==> config.mk <==
export PLATFORM = sky130hd
export DESIGN_NAME = uart_tx_cfg
export DESIGN_NICKNAME = d
export VERILOG_FILES = /design/src/rtl/uart_pkg.sv /design/src/rtl/uart_tx_cfg.sv
export SDC_FILE = /design/constraint.sdc
export NUM_CORES = 1
export LEC_CHECK = 0
export CAP_MARGIN = 5
export CORE_UTILIZATION = 38
export DETAILED_ROUTE_END_ITERATION = 12
export PLACE_DENSITY = 0.55
export SETUP_SLACK_MARGIN = 0.4
export SYNTH_ARGS = -nofsm -noshare
export SYNTH_HDL_FRONTEND = slang
export SYNTH_SLANG_ARGS = --single-unit
==> constraint.sdc <==
create_clock -name clk -period 3.7 [get_ports clk]
set_clock_uncertainty 0.2 [all_clocks]
set_input_delay 0.555 -clock clk [delete_from_list [all_inputs] [get_ports clk]]
set_output_delay 0.555 -clock clk [all_outputs]
set_load 0.01 [all_outputs]
==> src/rtl/uart_pkg.sv <==
// Shared UART definitions: FSM state codes, frame-format encodings and the
// parity helper used by the configurable transmitter (and later the receiver).
package uart_pkg;

    // Transmitter FSM states
    localparam logic [2:0] ST_IDLE   = 3'd0;
    localparam logic [2:0] ST_START  = 3'd1;
    localparam logic [2:0] ST_DATA   = 3'd2;
    localparam logic [2:0] ST_PARITY = 3'd3;
    localparam logic [2:0] ST_STOP   = 3'd4;

    // parity_mode encodings (2'b11 is treated as none)
    localparam logic [1:0] PAR_NONE = 2'b00;
    localparam logic [1:0] PAR_EVEN = 2'b01;
    localparam logic [1:0] PAR_ODD  = 2'b10;

    // stop_mode encodings (2'b11 is treated as two stop bits)
    localparam logic [1:0] STOP_1   = 2'b00;
    localparam logic [1:0] STOP_1P5 = 2'b01;
    localparam logic [1:0] STOP_2   = 2'b10;

    // Widest data word the parity helper accepts
    localparam int PAR_MAX_BITS = 16;

    // XOR of the low len bits of data, inverted when odd parity is requested
    function automatic logic calc_parity(
        input logic [PAR_MAX_BITS-1:0] data,
        input int unsigned             len,
        input logic                    odd
    );
        logic p;
        p = odd;
        for (int unsigned i = 0; i < PAR_MAX_BITS; i++) begin
            if (i < len) begin
                p = p ^ data[i];
            end
        end
        return p;
    endfunction

endpackage

==> src/rtl/uart_tx_cfg.sv <==
// Runtime-configurable UART transmitter: start bit, 1..DBIT data bits LSB
// first, optional even/odd parity, then 1, 1.5 or 2 stop bits. Paced by an
// external oversampling tick; the frame format is captured when a frame is
// accepted so the inputs may change freely while it is on the line.
module uart_tx_cfg
    import uart_pkg::*;
#(
    parameter int DBIT = 8,
    parameter int OVS  = 16
) (
    input  logic                      clk,
    input  logic                      reset,
    input  logic                      s_tick,
    input  logic                      tx_start,
    input  logic [DBIT-1:0]           tx_din,
    input  logic [$clog2(DBIT+1)-1:0] data_len,
    input  logic [1:0]                parity_mode,
    input  logic [1:0]                stop_mode,
    output logic                      tx_ready,
    output logic                      tx_done_tick,
    output logic                      tx
);

    localparam int LW = $clog2(DBIT+1);
    localparam int TW = $clog2(2*OVS);
    localparam int BW = $clog2(DBIT);

    // Last tick index of each timed period
    localparam logic [TW-1:0] BIT_LAST   = TW'(OVS - 1);
    localparam logic [TW-1:0] STOP1_LAST = TW'(OVS - 1);
    localparam logic [TW-1:0] STOP15_LAST = TW'((3*OVS)/2 - 1);
    localparam logic [TW-1:0] STOP2_LAST = TW'(2*OVS - 1);

    logic [2:0]      state_reg, state_next;
    logic [TW-1:0]   tick_reg, tick_next;
    logic [BW-1:0]   bit_reg, bit_next;
    logic [DBIT-1:0] shift_reg, shift_next;
    logic [LW-1:0]   len_reg, len_next;
    logic            par_reg, par_next;
    logic            par_en_reg, par_en_next;
    logic [1:0]      stop_mode_reg, stop_mode_next;
    logic            tx_reg, tx_next;

    // Out-of-range lengths (0 or above DBIT) fall back to a full DBIT word
    logic [LW-1:0]              len_norm;
    logic [PAR_MAX_BITS-1:0]    data_ext;
    logic [TW-1:0]              stop_last;
    logic                       last_bit;

    // Normalise the requested format and derive per-frame comparison values
    always_comb begin
        len_norm = data_len;
        if (data_len == '0 || data_len > LW'(DBIT)) begin
            len_norm = LW'(DBIT);
        end
        data_ext = PAR_MAX_BITS'(tx_din);
        case (stop_mode_reg)
            STOP_1:   stop_last = STOP1_LAST;
            STOP_1P5: stop_last = STOP15_LAST;
            default:  stop_last = STOP2_LAST;
        endcase
        last_bit = (LW'(bit_reg) == len_reg - LW'(1));
    end

    // All state registers; reset forces an idle, high line immediately
    always_ff @(posedge clk or posedge reset) begin
        if (reset) begin
            state_reg     <= ST_IDLE;
            tick_reg      <= '0;
            bit_reg       <= '0;
            shift_reg     <= '0;
            len_reg       <= '0;
            par_reg       <= 1'b0;
            par_en_reg    <= 1'b0;
            stop_mode_reg <= '0;
            tx_reg        <= 1'b1;
        end else begin
            state_reg     <= state_next;
            tick_reg      <= tick_next;
            bit_reg       <= bit_next;
            shift_reg     <= shift_next;
            len_reg       <= len_next;
            par_reg       <= par_next;
            par_en_reg    <= par_en_next;
            stop_mode_reg <= stop_mode_next;
            tx_reg        <= tx_next;
        end
    end

    // Frame sequencing: counters move only on s_tick
    always_comb begin
        state_next     = state_reg;
        tick_next      = tick_reg;
        bit_next       = bit_reg;
        shift_next     = shift_reg;
        len_next       = len_reg;
        par_next       = par_reg;
        par_en_next    = par_en_reg;
        stop_mode_next = stop_mode_reg;
        tx_next        = 1'b1;
        tx_done_tick   = 1'b0;

        case (state_reg)
            ST_IDLE: begin
                tx_next = 1'b1;
                if (tx_start) begin
                    shift_next     = tx_din;
                    len_next       = len_norm;
                    par_next       = calc_parity(data_ext, 32'(len_norm),
                                                 parity_mode == PAR_ODD);
                    par_en_next    = (parity_mode == PAR_EVEN) ||
                                     (parity_mode == PAR_ODD);
                    stop_mode_next = stop_mode;
                    tick_next      = '0;
                    state_next     = ST_START;
                end
            end

            ST_START: begin
                tx_next = 1'b0;
                if (s_tick) begin
                    if (tick_reg == BIT_LAST) begin
                        tick_next  = '0;
                        bit_next   = '0;
                        state_next = ST_DATA;
                    end else begin
                        tick_next = tick_reg + TW'(1);
                    end
                end
            end

            ST_DATA: begin
                tx_next = shift_reg[0];
                if (s_tick) begin
                    if (tick_reg == BIT_LAST) begin
                        tick_next  = '0;
                        shift_next = shift_reg >> 1;
                        if (last_bit) begin
                            state_next = par_en_reg ? ST_PARITY : ST_STOP;
                        end else begin
                            bit_next = bit_reg + BW'(1);
                        end
                    end else begin
                        tick_next = tick_reg + TW'(1);
                    end
                end
            end

            ST_PARITY: begin
                tx_next = par_reg;
                if (s_tick) begin
                    if (tick_reg == BIT_LAST) begin
                        tick_next  = '0;
                        state_next = ST_STOP;
                    end else begin
                        tick_next = tick_reg + TW'(1);
                    end
                end
            end

            ST_STOP: begin
                tx_next = 1'b1;
                if (s_tick) begin
                    if (tick_reg == stop_last) begin
                        tick_next    = '0;
                        tx_done_tick = 1'b1;
                        state_next   = ST_IDLE;
                    end else begin
                        tick_next = tick_reg + TW'(1);
                    end
                end
            end

            default: begin
                tx_next    = 1'b1;
                state_next = ST_IDLE;
            end
        endcase
    end

    assign tx_ready = (state_reg == ST_IDLE);
    assign tx       = tx_reg;

endmodule

* Word level (Yosys, flattened, before mapping) *
Index checks and enable logic that the tools add are counted.

word-level totals
  register bits = 28
  input bits = 20
  output and inout port bits = 3
  logic and storage cells = 121

cells by class
  $add $sub $neg = 3
  $lt $le $gt $ge = 9
  eq/ne operators = 22
  multiplexer cells = 56
  bitwise gates (word level) = 8
  reductions and logical operators = 14

operators by type and width
  operator                                                               count
  3-bit 2-to-1 mux                                                       16
  1-bit 2-to-1 mux                                                       25
  5-bit 2-to-1 mux                                                       5
  8-bit 2-to-1 mux                                                       3
  2-bit != test, second input constant                                   11
  3-bit by 4-bit < comparator with 1-bit output, first input constant    4
  8-bit case mux with 2 select lines                                     1
  3-bit case mux with 5 select lines                                     1
  5-bit case mux with 3 select lines                                     1
  5-bit case mux with 2 select lines                                     1
  10-bit AND reduction                                                   1
  1-bit by 4-bit < comparator with 1-bit output, first input constant    2
  2-bit by 4-bit < comparator with 1-bit output, first input constant    2
  4-bit AND reduction                                                    2
  1-bit bitwise XOR                                                      8
  3-bit by 2-bit equality test with 1-bit output, second input constant  2
  3-bit case mux with 2 select lines                                     1
  6-bit AND reduction                                                    1
  5-bit by 1-bit adder with 5-bit output, second input constant          1
  5-bit by 4-bit equality test with 1-bit output, second input constant  1
  5-bit equality test                                                    1
  2-bit by 1-bit equality test with 1-bit output, second input constant  2
  3-bit by 4-bit equality test with 1-bit output                         1
  4-bit greater-than comparator, second input constant                   1
  other kinds (16)                                                       18

* Longest topological paths before layout *
  depth in word-level cells = 33
  depth in mapped cells = 10
  gate-level depth less buffers = 9

* Worst setup path after synthesis *
Ideal clock, no wire load.

  path type = in2reg
  start point = input data_len[1]
  end point = register par_reg
  setup time = 0.069 ns
  arrival time = 2.063 ns
  data required time = 3.431 ns
  path slack = 1.369 ns
  stages on the path = 7
  buffers on the path = 1
  cell sequence = buf_4 > nand2b_1 > o221ai_2 > mux2_4 > and3b_1 > or4_1 > nand3_1

on the way
  cells in the longest elaborated chain, start to end = 33
  elaborated cells between the ends (all ways) = 41
  those cells by class = order compare (9); mux (23); bitwise (7); reduce/logical (2)

RTL lines
  element                                                           RTL line            RTL
  start, declared                                                   uart_tx_cfg.sv:16   input logic [$clog2(DBIT+1)-1:0] data_len,
  4-bit greater-than comparator or 4-bit zero test (tied branches)  uart_tx_cfg.sv:53   if (data_len == '0 || data_len > LW'(DBIT)) begin
  1-bit logical OR                                                  uart_tx_cfg.sv:53
  4-bit 2-to-1 mux (*)                                              uart_tx_cfg.sv:53
  1-bit by 4-bit < comparator with 1-bit output                     uart_pkg.sv:34      if (i < len) begin
  1-bit 2-to-1 mux                                                  uart_pkg.sv:34
  1-bit 2-to-1 mux                                                  uart_tx_cfg.sv:106  if (tx_start) begin
  1-bit 2-to-1 mux                                                  uart_tx_cfg.sv:103  case (state_reg)
  1-bit bitwise XOR                                                 uart_pkg.sv:35      p = p ^ data[i];
  [... 17 more ...]                                                 n/a
  1-bit 2-to-1 mux                                                  uart_tx_cfg.sv:106
  1-bit 2-to-1 mux                                                  uart_tx_cfg.sv:103
  1-bit bitwise XOR                                                 uart_pkg.sv:35
  1-bit 2-to-1 mux                                                  uart_pkg.sv:34
  1-bit 2-to-1 mux                                                  uart_tx_cfg.sv:106
  1-bit 2-to-1 mux                                                  uart_tx_cfg.sv:103
  1-bit bitwise XOR                                                 uart_pkg.sv:35
  1-bit 2-to-1 mux (*)                                              uart_pkg.sv:34
  end signal, assigned                                              uart_tx_cfg.sv:83   par_reg <= par_next;
  end, declared                                                     uart_tx_cfg.sv:39   logic par_reg, par_next;

Mark *: on every way between the ends. The rest lies on a longest branch, timed or not. The select of a mux whose other input is x is not followed.
A chain may end at the register's enable or synchronous reset.

* Worst setup path after layout *
  start point = register tick_reg[3]
  end point = output tx_done_tick

on the way
  cells in the longest elaborated chain, start to end = 4

RTL lines
  element                 RTL line            RTL
  start, declared         uart_tx_cfg.sv:35   logic [TW-1:0] tick_reg, tick_next;
  start signal, assigned  uart_tx_cfg.sv:79   tick_reg <= tick_next;
  5-bit equality test     uart_tx_cfg.sv:164  if (tick_reg == stop_last) begin
  1-bit 2-to-1 mux        uart_tx_cfg.sv:164
  1-bit 2-to-1 mux        uart_tx_cfg.sv:163  if (s_tick) begin
  1-bit 2-to-1 mux        uart_tx_cfg.sv:103
  end, declared           uart_tx_cfg.sv:20   output logic tx_done_tick,

Every way passes these cells.

==> run metrics <==
R2R cell count 8; startpoint types flip-flop; antenna cells 0; cell count after synthesis 198; clock-pin slew on the worst setup and hold paths 0.09 ns; DR pass1 iterations 8; detailed-route wire length per cell 14.11 um; CTS Hold Bufs 0; routed via count 1415; Post-CTS Setup Inserts 0; H-tree levels 1; synthesized netlist net count 224; max reg flops 8; CTS buffer count 3; Worst Min Path Start shift_reg[4]; min-delay worst type reg -> reg; Remaining DRCs 1; Hold Path Depth 2; Post-Syn Area 1819 um2; IO Pins 23; DR vias/cell 5.320; Setup crit end kind output pin; Worst Tran Pin Value 1.064 ns; Top FF cell, synth dfrtp_1; Final Max Tran Viols 0; Critical Path End tx_done_tick; CTS tree done; Nets 241; worst skew pair latency 0.27 ns; Power Dens Cells 623.2 nW/um2; largest net degree at the start of global routing 29; r2r setup slk 1.18 ns; Post-synth EDFFs 0; Setup WS pre-CTS 0.7679 ns; Worst slew margin 29.00%; Sum Neg Setup Slack 0 ns; critical path class reg -> out; clk sinks 28; Synth warnings 0; endpoints failing hold 0; vias in the first global route 1498; GR Util All Layers 16.95%; Crit Path Max Fanout 6; CTS root buf clkbuf_8; HPWL Detailed 2891 um; GP Congestion 0.8442; FF-to-FF End state_reg[2]; buffers added on ports 22; synthesis-to-layout area growth 15.54%; #FFs+latches synth 28; Worst Path Arrival 2.16 ns; status finished, violations left; maximum operating frequency 0.3429 GHz; most frequent cell after synthesis nand2_1; Yosys top cell area share 37.14%; DIE HEIGHT 71.19 um; worst r2r src len_reg[0]; worst setup path start tick_reg[3]; DRT antenna net count 0; area of the core 4474 um2; Horiz. Die Dim 71.19 um; most instantiated cells after synthesis nand2_1, dfrtp_1, o21ai_0, mux2i_1, inv_1; grt ovf 0; Worst EP required 2.94 ns; Avg Inst Size Synth 9.188 um2; initial antenna violation count 0; Synth cell types 51; maximum VDD drop 0.3832 mV; DIE AREA 5068 um2; worst setup margin 0.7841 ns; Iteration-0 DRC Markers 63; ys async rst share 100.0%; worst-case clock buffer depth 2; Tmin final 2.916 ns; Synth area leader dfrtp_1; RSZ-0062 raised after global routing false; leakage power 0.9218 nW; FP Rows 24; Period Utilization, post-route 78.81%; initial cell density of the core 40.66%; final setup fails 0; routed wire length 3752 um; Max Cap Viol 0; ratio of cells with drive above 1 in the final layout 8.411%; failing checks design-rule violations; first-pass GRT wire length 6803 um; sequential area share after synthesis 38.58%; cts repair resizes 0; synth top area cells dfrtp_1, nand2_1, mux2i_1
==> report_power, final <==
group	switching (mW)	internal, mW
sequential	0.128	0.432
combinational	0.291	0.276
clock	0.0878	0.0951
total	0.507	0.803
==> layout make-up <==
class                      count  area, um2
fill                         447       2372
multi-input combinational    150       1018
sequential                    28      701.9
timing repair buffer          23      227.7
tap                           52      65.06
clock buffer                   4      55.05
inverter                       9      33.78
==> worst max-delay path: stages, from the launching register on <==
cell,delay [ns]
dfrtp_1,0.44
or3b_1,0.36
a21o_1,0.19
a21oi_2,0.17
and4_1,0.20
clkdlybuf4s50_1,0.53
==> metrics by stage <==
step | power, mW | hold slack [ns] | util (%) | area (um2) | cells
after floorplan | 0.9909 | 0.2492 | - | 1819 | 198
after CTS | 1.327 | 0.3009 | 46.98 | 2102 | 266
after global routing | 1.445 | 0.3389 | 46.98 | 2102 | 266
after detailed placement | 1.139 | 0.2785 | 45.75 | 2047 | 262
after global placement | 1.115 | 0.2648 | 45.75 | 2047 | 262
final | 1.310 | 0.2991 | 46.98 | 2102 | 266
==> layer usage <==
metal	global-route usage, %	routed length [um]
met1	21.93	1845
met4	4.222	42
met2	28.68	1748
met3	3.846	117
met5	0	0
==> cells in the final DEF (no fill, tap or decap), types with 2 or more instances in the layout <==
master and n:
nand2_1 33, dfrtp_1 27, clkdlybuf4s50_1 22, o21ai_0 14, mux2i_1 11, inv_1 9, nand3_1 7, nor2_1 7
xnor2_1 6, ha_1 6, nor3_1 5, xor2_1 5, o31ai_1 5, a21oi_1 5, nand2b_1 4, clkbuf_8 4
nand3b_1 2, or3_1 2, mux2_2 2, nor3b_1 2, o41ai_1 2, and2_1 2, a32o_1 2, a22o_1 2
o31a_1 2, o211ai_1 2
==> how the worst min path moves through the flow <==
stage | to | slack (ns)
3_3_place_gp | shift_reg[5] | 0.26
2_1_floorplan | shift_reg[1] | 0.25
3_5_place_dp | shift_reg[4] | 0.28
5_1_grt | shift_reg[4] | 0.34
4_1_cts | shift_reg[4] | 0.30
6_report | shift_reg[4] | 0.30
==> cells by family after synthesis <==
logic type / Yosys count / share of synthesized area, %
simple gates: 76 / 22.01
compound gates: 43 / 16.44
flops: 28 / 38.58
buf+inv: 20 / 5.433
mux: 14 / 8.115
xor+xnor: 11 / 5.296
fa+ha+maj: 6 / 4.126
(Power assumes the default switching activity.)
